--- src/rtl/turn_ctrl.sv ---
// Turn sequencer for a two-player timed game: IDLE -> ARM -> RUN -> OVER, with move/strike counters.
// Latency: all outputs are registered state or decodes of state; each move or accepted timeout costs one ARM cycle.
// Backpressure: none; events outside RUN are dropped. Timeout strikes/forfeit only with TURN_CTRL_STRIKES_EN.
module turn_ctrl #(
  parameter int MAX_STRIKES = 3
) (
  input  logic       clk,
  input  logic       rst_n,
  input  logic       game_start,
  input  logic       move_valid,
  input  logic       extra_turn,
  input  logic       goal,
  input  logic       time_expire,
  output logic       timer_start,
  output logic       timer_rst,
  output logic       player,
  output logic       turn_active,
  output logic [1:0] strikes0,
  output logic [1:0] strikes1,
  output logic [7:0] move_count,
  output logic       game_over,
  output logic       winner
);

  localparam logic [1:0] S_IDLE = 2'd0;
  localparam logic [1:0] S_ARM  = 2'd1;
  localparam logic [1:0] S_RUN  = 2'd2;
  localparam logic [1:0] S_OVER = 2'd3;

  if (MAX_STRIKES < 1 || MAX_STRIKES > 3) begin : g_bad_max_strikes
    $error("turn_ctrl: MAX_STRIKES must be in 1..3");
  end

  logic [1:0] state_q, state_d;
  logic       player_q, player_d;
  logic       winner_q, winner_d;
  logic [7:0] move_count_q, move_count_d;

`ifdef TURN_CTRL_STRIKES_EN
  localparam logic [1:0] STRIKE_LIMIT = 2'(MAX_STRIKES);
  logic [1:0] strikes0_q, strikes0_d;
  logic [1:0] strikes1_q, strikes1_d;
  logic [1:0] strike_new;
`endif

  always_comb begin
    state_d      = state_q;
    player_d     = player_q;
    winner_d     = winner_q;
    move_count_d = move_count_q;
`ifdef TURN_CTRL_STRIKES_EN
    strikes0_d   = strikes0_q;
    strikes1_d   = strikes1_q;
    strike_new   = player_q ? strikes1_q + 2'd1 : strikes0_q + 2'd1;
`endif
    case (state_q)
      S_IDLE, S_OVER: begin
        if (game_start) begin
          state_d      = S_ARM;
          player_d     = 1'b0;
          winner_d     = 1'b0;
          move_count_d = 8'd0;
`ifdef TURN_CTRL_STRIKES_EN
          strikes0_d   = 2'd0;
          strikes1_d   = 2'd0;
`endif
        end
      end
      S_ARM: state_d = S_RUN;
      default: begin
        // Priority goal > move > timeout; a move in the same cycle as a timeout wins.
        if (goal) begin
          state_d  = S_OVER;
          winner_d = player_q;
        end else if (move_valid) begin
          state_d = S_ARM;
          if (move_count_q != 8'hFF) move_count_d = move_count_q + 8'd1;
          if (!extra_turn) player_d = ~player_q;
        end else if (time_expire) begin
`ifdef TURN_CTRL_STRIKES_EN
          if (player_q) strikes1_d = strike_new;
          else          strikes0_d = strike_new;
          if (strike_new == STRIKE_LIMIT) begin
            state_d  = S_OVER;
            winner_d = ~player_q;
          end else begin
            state_d  = S_ARM;
            player_d = ~player_q;
          end
`else
          state_d  = S_ARM;
          player_d = ~player_q;
`endif
        end
      end
    endcase
  end

  always_ff @(posedge clk or negedge rst_n) begin
    if (!rst_n) begin
      state_q      <= S_IDLE;
      player_q     <= 1'b0;
      winner_q     <= 1'b0;
      move_count_q <= 8'd0;
    end else begin
      state_q      <= state_d;
      player_q     <= player_d;
      winner_q     <= winner_d;
      move_count_q <= move_count_d;
    end
  end

`ifdef TURN_CTRL_STRIKES_EN
  always_ff @(posedge clk or negedge rst_n) begin
    if (!rst_n) begin
      strikes0_q <= 2'd0;
      strikes1_q <= 2'd0;
    end else begin
      strikes0_q <= strikes0_d;
      strikes1_q <= strikes1_d;
    end
  end
  assign strikes0 = strikes0_q;
  assign strikes1 = strikes1_q;
`else
  assign strikes0 = 2'd0;
  assign strikes1 = 2'd0;
`endif

  assign timer_start = (state_q == S_RUN);
  assign turn_active = (state_q == S_RUN);
  assign timer_rst   = (state_q != S_RUN);
  assign game_over   = (state_q == S_OVER);
  assign player      = player_q;
  assign winner      = winner_q;
  assign move_count  = move_count_q;

endmodule

--- config.mk ---
export PLATFORM = sky130hd
export DESIGN_NAME = turn_ctrl
export DESIGN_NICKNAME = d
export VERILOG_FILES = /design/src/rtl/turn_ctrl.sv
export SDC_FILE = /design/constraint.sdc
export NUM_CORES = 1
export LEC_CHECK = 0
export ABC_AREA = 0
export CORE_ASPECT_RATIO = 0.8
export CORE_MARGIN = 5
export CORE_UTILIZATION = 30
export CTS_CLUSTER_SIZE = 12
export DETAILED_ROUTE_END_ITERATION = 6
export SLEW_MARGIN = 20
export SYNTH_ARGS = -nofsm -noshare
export SYNTH_HDL_FRONTEND = slang
export SYNTH_SLANG_ARGS = --single-unit
--- constraint.sdc ---
create_clock -name clk -period 2.3 [get_ports clk]
set_input_delay 0.46 -clock clk [delete_from_list [all_inputs] [get_ports clk]]
set_output_delay 0.46 -clock clk [all_outputs]
set_load 0.02 [all_outputs]
# Word level (Yosys, flattened, before mapping)
# Index checks and enable logic that the tools add are counted.
[op_classes] addsub=1 n_mul=0 n_div=0 magnitude_cmp=0 eq_ne=8 shifts=0 muxes=18 bitwise_logic=2 n_reduce_logical=11
[op_table] cell="8-bit two-way mux" n=4
[op_table] cell="8-bit case mux with 2 select lines" n=1
[op_table] cell="5-bit AND reduction" n=2
[op_table] cell="8-bit by 1-bit adder with 8-bit output, second input constant" n=1
[op_table] cell="2-bit two-way mux" n=4
[op_table] cell="8-bit inequality test, second input constant" n=1
[op_table] cell="1-bit two-way mux" n=6
[op_table] cell="2-bit nonzero test" n=3
[op_table] cell="5-bit nonzero test" n=1
[op_table] cell="2-bit == test, second input constant" n=2
[op_table] cell="2-bit inequality test, second input constant" n=2
[op_table] cell="1-bit case mux with 2 select lines" n=2
[op_table] cell="2-bit case mux with 2 select lines" n=1
[op_table] cell="3-bit by 2-bit inequality test with 1-bit output, second input constant" n=1
[op_table] cell="3-bit AND reduction" n=1
[op_table] cell="3-bit nonzero test" n=1
[op_table] cell="2-bit by 1-bit == test with 1-bit output, second input constant" n=1
[op_table] cell="2-bit zero test" n=1
[op_table] cell="2-bit by 1-bit inequality test with 1-bit output, second input constant" n=1
[op_table] cell="1-bit inverter" n=2
[op_table] cell="2-bit AND reduction" n=1
[op_table] cell="2-bit OR reduction" n=1
[totals] reg_bits=12 latch_bits=0 mem_bits_rw=0 romBits=0 inputBits=7 wordCells=44 mem_count=0

# Longest topological paths before layout
# Gate-level depths: netlist of run 1.
[logic_depth] depth_word=5 ltp_mapped=7 mapped_depth_nobuf=6

# Worst setup path before layout of run 1
# OpenSTA, ideal clock, no wires.
[synth_timing] path_kind="register to register" startpoint="register state_q[0]" endpoint="register move_count_q[3], in the netlist move_count[3]" setup_ns=0.092 arrival_ns=1.950 required_ns=2.208 path_slack_ns=0.258 path_stages_with_launch=7 synth_period_minus_slack_ns=2.042 cell_sequence="dfrtp_1 -> inv_1 -> ha_1 -> o41a_1 -> buf_6 -> or3_4 -> o31ai_2"
[synth_via] elab_chain_cells=4 word_cells_on_any_way=11
[synth_rtl] item="start, declared" line_no="34" source="logic [1:0] state_q, state_d;"
[synth_rtl] item="start signal, assigned" line_no="106" source="state_q <= state_d;"
[synth_rtl] item="2-bit == test or 2-bit zero test (tied branches)" line_no="56" source="case (state_q)"
[synth_rtl] item="2-bit OR reduction" line_no="56"
[synth_rtl] item="2-bit by 1-bit inequality test with 1-bit output (no line) (tied with other cells)"
[synth_rtl] item="5-bit AND reduction (no line)"
[synth_rtl] item="end signal, assigned" line_no="109" source="move_count_q <= move_count_d;"
[synth_rtl] item="end, declared" line_no="37" source="logic [7:0] move_count_q, move_count_d;"
# Parallel ways exist; a longest one is shown, timed or not.
# A chain may end at the register's enable or synchronous reset.

# Final worst setup path of run 1
[layout_timing] startpoint="register state_q[0]" endpoint="output timer_rst"
[layout_via] elab_chain_cells=1
[layout_rtl] item="2-bit inequality test" line_no="132" source="assign timer_rst = (state_q != S_RUN);"
[layout_rtl] item="end, declared" line_no="15" source="output logic timer_rst,"
# No other way between the ends.

==> impl_metrics.csv, run 1 <==
group,metric,value,unit
run_status,status,"finished clean",
placed_design,placed_cells,143,
worst_setup_path,crit_slowest_cell,"clkdlybuf4s50_1",
drt,vias,689,
timing,rsz0062_at_grt,"no",
cts,numClockSinks,12,
final_layout,layout.nets,124,
timing,period_share,0.919,
timing,setup_viol,0,
cts,cts_tree,"built",
floorplanning,ios,25,
cts,clock_latency,0.27,ns
floorplanning,placementRows,16,
synthesis,ys_seq_area_frac,0.371,
power_and_ir_drop,leakagePower,0.440,nW
drt,ant_nets,0,
power_and_ir_drop,power.switching,645,uW
timing,tns,0,ns
final_layout,final_common_cell,"clkdlybuf4s50_1",
power_and_ir_drop,seq_power_share,0.296,
cts,cts.reportedPaths.clkPinSlew,0.07,ns
grt,antenna_found_initial,0,
timing,tightest_slew,0.546,ns
power_and_ir_drop,power_frac_comb,0.614,
final_layout,stdcell_count,146,
final_layout,area_growth,30.8,%
final_layout,final_cell_mix,"clkdlybuf4s50_1, o21ai_0, dfrtp_1",
power_and_ir_drop,p_sw_frac,0.461,
flow_run,cap_viol_max_count,0,
cts,ctsRootBufferMaster,"clkbuf_4",
worst_setup_path,path_max_fanout,5,
power_and_ir_drop,clkPwrFrac,0.090,
timing,relSlewSlack,0.635,
floorplanning,coreArea,0.00252,mm^2
timing,period_needed,2.11,ns
worst_setup_path,critPathLaunchType,"flop",
drt,first_pass_iters,4,
drt,via_per_inst,4.72,
timing,max_freq,473,MHz
synthesis,syn-instance-count,88,
synthesis,ys.flop_type,"dfrtp_1",
worst_hold_path,hp-class,"in -> async",
worst_setup_path,path_class,"reg -> out",
floorplanning,die_x,68.1,um
grt,grt_usage,0.0989,
worst_setup_path,cp-end-kind,"primary output",
worst_setup_path,critical_path_arrival,1.65,ns
synthesis,synth-async-reset-ratio,1.00,
final_layout,n_antenna_cell,0,
timing,finClkSkew,0.00508,ns
worst_setup_path,critical-path-max-stage-delay,0.60,ns
cts,cts_buffer_depth,2,
drt,drc_errors,0,
power_and_ir_drop,ir_drop,0.394,mV
worst_setup_path,worst-path-buf-inv,3,
timing,hold_viol_final,0,
drt,avgRoutedWirePerCell,12.3,um
placed_design,dp.final_hpwl,1390,um
power_and_ir_drop,power,1.40,mW
cts,cts_hold_buf,0,
worst_setup_path,required,1.84,ns
grt,overflow,0,
cts,h-tree-depth,1,
power_and_ir_drop,intPower,754,uW
worst_setup_path,crit_top_cell,"inv_1",
timing,drv_slew,0,
synthesis,synth-edff-count,0,
final_layout,postLayoutCoreUtil,0.420,
worst_setup_path,path_delay_family,"buffers and inverters",
drt,wirelength,1800,um
power_and_ir_drop,power.density,1320,mW/mm^2
synthesis,yosysWarnings,0,
grt,grt_pass1_vias,612,
cts,cts_buffers,3,
worst_setup_path,cp_cell_sequence,"inv_1 -> ha_1 -> inv_1 -> clkdlybuf4s50_1",
drt,drt-initial-drc-count,14,
floorplanning,initial_utilization,0.321,
placed_design,port_buffers,20,
cts,cts_setup_buffers,0,
synthesis,synth_area_per_cell,9.20,um^2
grt,grt_first_pass_wirelength,2900,um
synthesis,synth.cell_area,810,um^2
cts,ctsResizeCount,0,
synthesis,ys_ff_latch,12,
grt,grt_max_degree,15,
synthesis,yosys.cell_types.count,29,
final_layout,drive_gt1_frac,0.118,
placed_design,gp_congestion,0.768,
floorplanning,design.die.area,0.00384,mm^2
floorplanning,die_h,56.5,um
## final cells by class
cell class / instances / area, um^2
multi-input cells: 67 / 449
fillers: 257 / 1460
well taps: 36 / 45.0
repair buffers: 23 / 223
clock buffers: 3 / 22.5
inverters: 5 / 18.8
flip-flops and latches: 12 / 300
## worst register-to-register path, cell delays in order (launching register included)
cell and delay [ns]:
dfrtp_1 0.42, inv_1 0.06, ha_1 0.29, buf_4 0.19, nand3b_1 0.14, o41a_1 0.18, or3_4 0.43, o31ai_2 0.23
## final timing paths
check,cells past startpoint,slack (ns),to,from
setup / recovery,4,0.19,timer_rst,state_q[0]$_DFFE_PN0P_
hold / removal,1,0.54,move_count[2]$_DFFE_PN0P_,rst_n
setup reg to reg,7,0.28,move_count[3]$_DFFE_PN0P_,state_q[0]$_DFFE_PN0P_
hold reg to reg,1,0.55,move_count[6]$_DFFE_PN0P_,move_count[6]$_DFFE_PN0P_
max in group asynchronous,1,1.40,move_count[6]$_DFFE_PN0P_,rst_n
min in group clk,1,0.55,move_count[6]$_DFFE_PN0P_,move_count[6]$_DFFE_PN0P_
## Yosys cell counts (all sizes together), types with 3 or more instances
library cell   n  share of area
nand2          8          0.037
o31ai          6          0.068
nor2           4          0.019
nand2b         3          0.023
dfrtp         12           0.37
buf            6          0.060
ha             5          0.077
inv            5          0.023
nor4           3          0.031
mux2i          3          0.037
o21ai         13          0.080
## cells by family after synthesis
group,share of synthesized area
DFF,0.371
other,0.00463
and+or+nand+nor,0.193
AOI/OAI and AO/OA,0.229
muxes,0.0371
adders and majority gates,0.0773
buffers and inverters,0.0881
## metrics by stage
| stage | hold WS, ns | setup WS, ns | area, um^2 |
|---|---|---|---|
| after detailed placement | 0.546 | 0.137 | 1040 |
| final | 0.540 | 0.187 | 1060 |
| after CTS | 0.561 | 0.166 | 1060 |
| after floorplan | 0.164 | 0.258 | 821 |
| after global routing | 0.592 | 0.102 | 1060 |
| after global placement | 0.525 | 0.175 | 1040 |
## metal layers
metal | part of all wire | GRT usage
met5 | 0 | 0
met4 | 0.0044 | 0.0170
met3 | 0.084 | 0.0539
met2 | 0.42 | 0.125
met1 | 0.49 | 0.146
## flip-flops by register name (all words and copies together), names as in the netlist
register / cells
player: 1
move_count: 8
state_q: 2
winner: 1
## power by group through the flow
stage / Clock (mW) / Sequential [mW] / Combinational (mW)
detailed placement: 0 / 0.419 / 0.856
CTS: 0.133 / 0.414 / 0.864
global placement: 0 / 0.415 / 0.858
floorplan: 0 / 0.473 / 0.507
finish: 0.126 / 0.414 / 0.859
global route: 0.138 / 0.432 / 0.937
No activity file was read; power rests on OpenSTA's default activity.
==> inputs of run 2 (changes only) <==
--- a/config.mk
+++ b/config.mk
@@ -11,6 +11,7 @@
 export CORE_UTILIZATION = 30
 export CTS_CLUSTER_SIZE = 12
 export DETAILED_ROUTE_END_ITERATION = 6
+export REMOVE_ABC_BUFFERS = 1
 export SLEW_MARGIN = 20
 export SYNTH_ARGS = -nofsm -noshare
 export SYNTH_HDL_FRONTEND = slang
==> run 2 against run 1 <==
Die area did not move. Clock power grew 34%. Final cell count increased by 1.4%. Final area grew 2.0%. Flip-flop and latch count stayed put. Count of clock-buffer cells in the layout grew 1. Critical endpoint is now move_count[6]$_DFFE_PN0P_. Largest power group unchanged.
==> impl_metrics.csv, run 2 (synthesis gave the netlist of run 1 again) <==
group,metric,value,unit
cts,numClockSinks,12,
timing,fin_ws,0.184,ns
grt,grt_first_pass_wirelength,3040,um
grt,overflow,0,
power_and_ir_drop,seq_power_share,0.288,
placed_design,placed_cell_area,0.00104,mm^2
drt,drt-initial-drc-count,22,
placed_design,dp.final_hpwl,1470,um
final_layout,layout.nets,125,
timing,tightest_slew,0.549,ns
timing,timing.hold.ws,0.539,ns
grt,grt_pass1_vias,654,
run_status,status,"finished clean",
timing,rsz0062_at_grt,"no",
worst_setup_path,critical_path_arrival,2.29,ns
cts,ctsRootBufferMaster,"clkbuf_4",
final_layout,multi_input_area,449,um^2
power_and_ir_drop,ir_drop,0.444,mV
worst_hold_path,hp-class,"in -> async",
cts,cts_tree,"built",
timing,setup_viol,0,
drt,avgRoutedWirePerCell,12.7,um
worst_setup_path,path_class,"reg -> reg",
cts,clock_latency,0.27,ns
cts,ctsResizeCount,0,
worst_setup_path,required,2.47,ns
power_and_ir_drop,power.switching,661,uW
final_layout,area_growth,33.4,%
cts,cts_hold_buf,0,
timing,finClkSkew,0.00147,ns
grt,grt_max_degree,13,
worst_setup_path,path_max_fanout,6,
drt,first_pass_iters,4,
final_layout,final_cell_mix,"clkdlybuf4s50_1, o21ai_0, dfrtp_1",
grt,antenna_found_initial,0,
drt,dr.max_layer_used,"met4",
cts,cts.reportedPaths.clkPinSlew,0.08,ns
final_layout,n_antenna_cell,0,
power_and_ir_drop,power,1.46,mW
drt,wl_met2,838,um
drt,wl_met3,95,um
timing,drv_slew,0,
worst_setup_path,critPathLaunchType,"flop",
drt,wirelength,1890,um
floorplanning,die_h,56.5,um
floorplanning,initial_utilization,0.321,
cts,h-tree-depth,1,
grt,grt_usage,0.103,
timing,tns,0,ns
final_layout,seqCellArea,300,um^2
drt,vias,718,
placed_design,pre_cts_slack,0.115,ns
timing,period_share,0.920,
drt,drc_errors,0,
cts,cts_setup_buffers,0,
timing,max_freq,473,MHz
final_layout,fill_cells,255,
timing,period_needed,2.12,ns
timing,relSlewSlack,0.633,
drt,via_per_inst,4.85,
power_and_ir_drop,p_sw_frac,0.455,
floorplanning,placementRows,16,
power_and_ir_drop,power.density,1350,mW/mm^2
drt,m1WireLength,938,um
flow_run,cap_viol_max_count,0,
worst_setup_path,cp-end-kind,"flop",
cts,cts_buffers,3,
placed_design,gp_congestion,0.775,
floorplanning,coreArea,0.00252,mm^2
floorplanning,die_x,68.1,um
final_layout,design_area,0.00108,mm^2
cts,cts_buffer_depth,2,
final_layout,drive_gt1_frac,0.134,
power_and_ir_drop,intPower,794,uW
power_and_ir_drop,power_frac_comb,0.596,
floorplanning,design.die.area,0.00384,mm^2
placed_design,port_buffers,20,
power_and_ir_drop,leakagePower,0.452,nW
power_and_ir_drop,clkPwrFrac,0.116,
floorplanning,ios,25,
timing,hold_viol_final,0,
final_layout,final_common_cell,"clkdlybuf4s50_1",
final_layout,largest_reg_flops,8,
drt,ant_nets,0,
[run 2: worst paths after layout]
| check | from | end | slack [ns] | depth (start not counted) |
|---|---|---|---|---|
| hold / removal | rst_n | move_count[4]$_DFFE_PN0P_ | 0.54 | 1 |
| setup / recovery | state_q[0]$_DFFE_PN0P_ | move_count[6]$_DFFE_PN0P_ | 0.18 | 5 |
| setup reg to reg | state_q[0]$_DFFE_PN0P_ | move_count[6]$_DFFE_PN0P_ | 0.18 | 5 |
| max in group asynchronous | rst_n | move_count[6]$_DFFE_PN0P_ | 1.40 | 1 |
| min in group clk | winner$_DFFE_PN0P_ | winner$_DFFE_PN0P_ | 0.55 | 2 |
| hold reg to reg | winner$_DFFE_PN0P_ | winner$_DFFE_PN0P_ | 0.55 | 2 |
[run 2: critical path, cell delays in order (launching register included)]
cell and delay [ns]:
dfrtp_1 0.42, inv_1 0.06, ha_1 0.36, o41a_1 0.51, or3_4 0.44, o41ai_2 0.22
[run 2: power by group through the flow]
stage               Clock (mW)  Sequential (mW)  Combinational, mW
detailed placement           0            0.422              0.871
floorplan                    0            0.473              0.461
global placement             0            0.420              0.863
finish                   0.169            0.419              0.867
global route             0.184            0.439              0.949
CTS                      0.174            0.418              0.878
[run 2: per-layer routing]
metal,GRT usage,vias to the layer above
li1,-,353
met1,0.143,349
met2,0.147,14
met3,0.0479,2
met4,0.0170,0
met5,0,-
[run 2: through the flow]
stage | utilization | instances
4_1_cts | 0.428 | 148
6_report | 0.428 | 148
5_1_grt | 0.428 | 148
3_3_place_gp | 0.414 | 144
3_5_place_dp | 0.414 | 144
2_1_floorplan | - | 84
[run 2: area by class of cell]
| type | count | area share |
|---|---|---|
| clock buffers | 4 | 0.0336 |
| repair buffers | 24 | 0.213 |
| inverters | 5 | 0.0174 |
| multi-input cells | 67 | 0.416 |
| well taps | 36 | 0.0417 |
| flip-flops and latches | 12 | 0.278 |
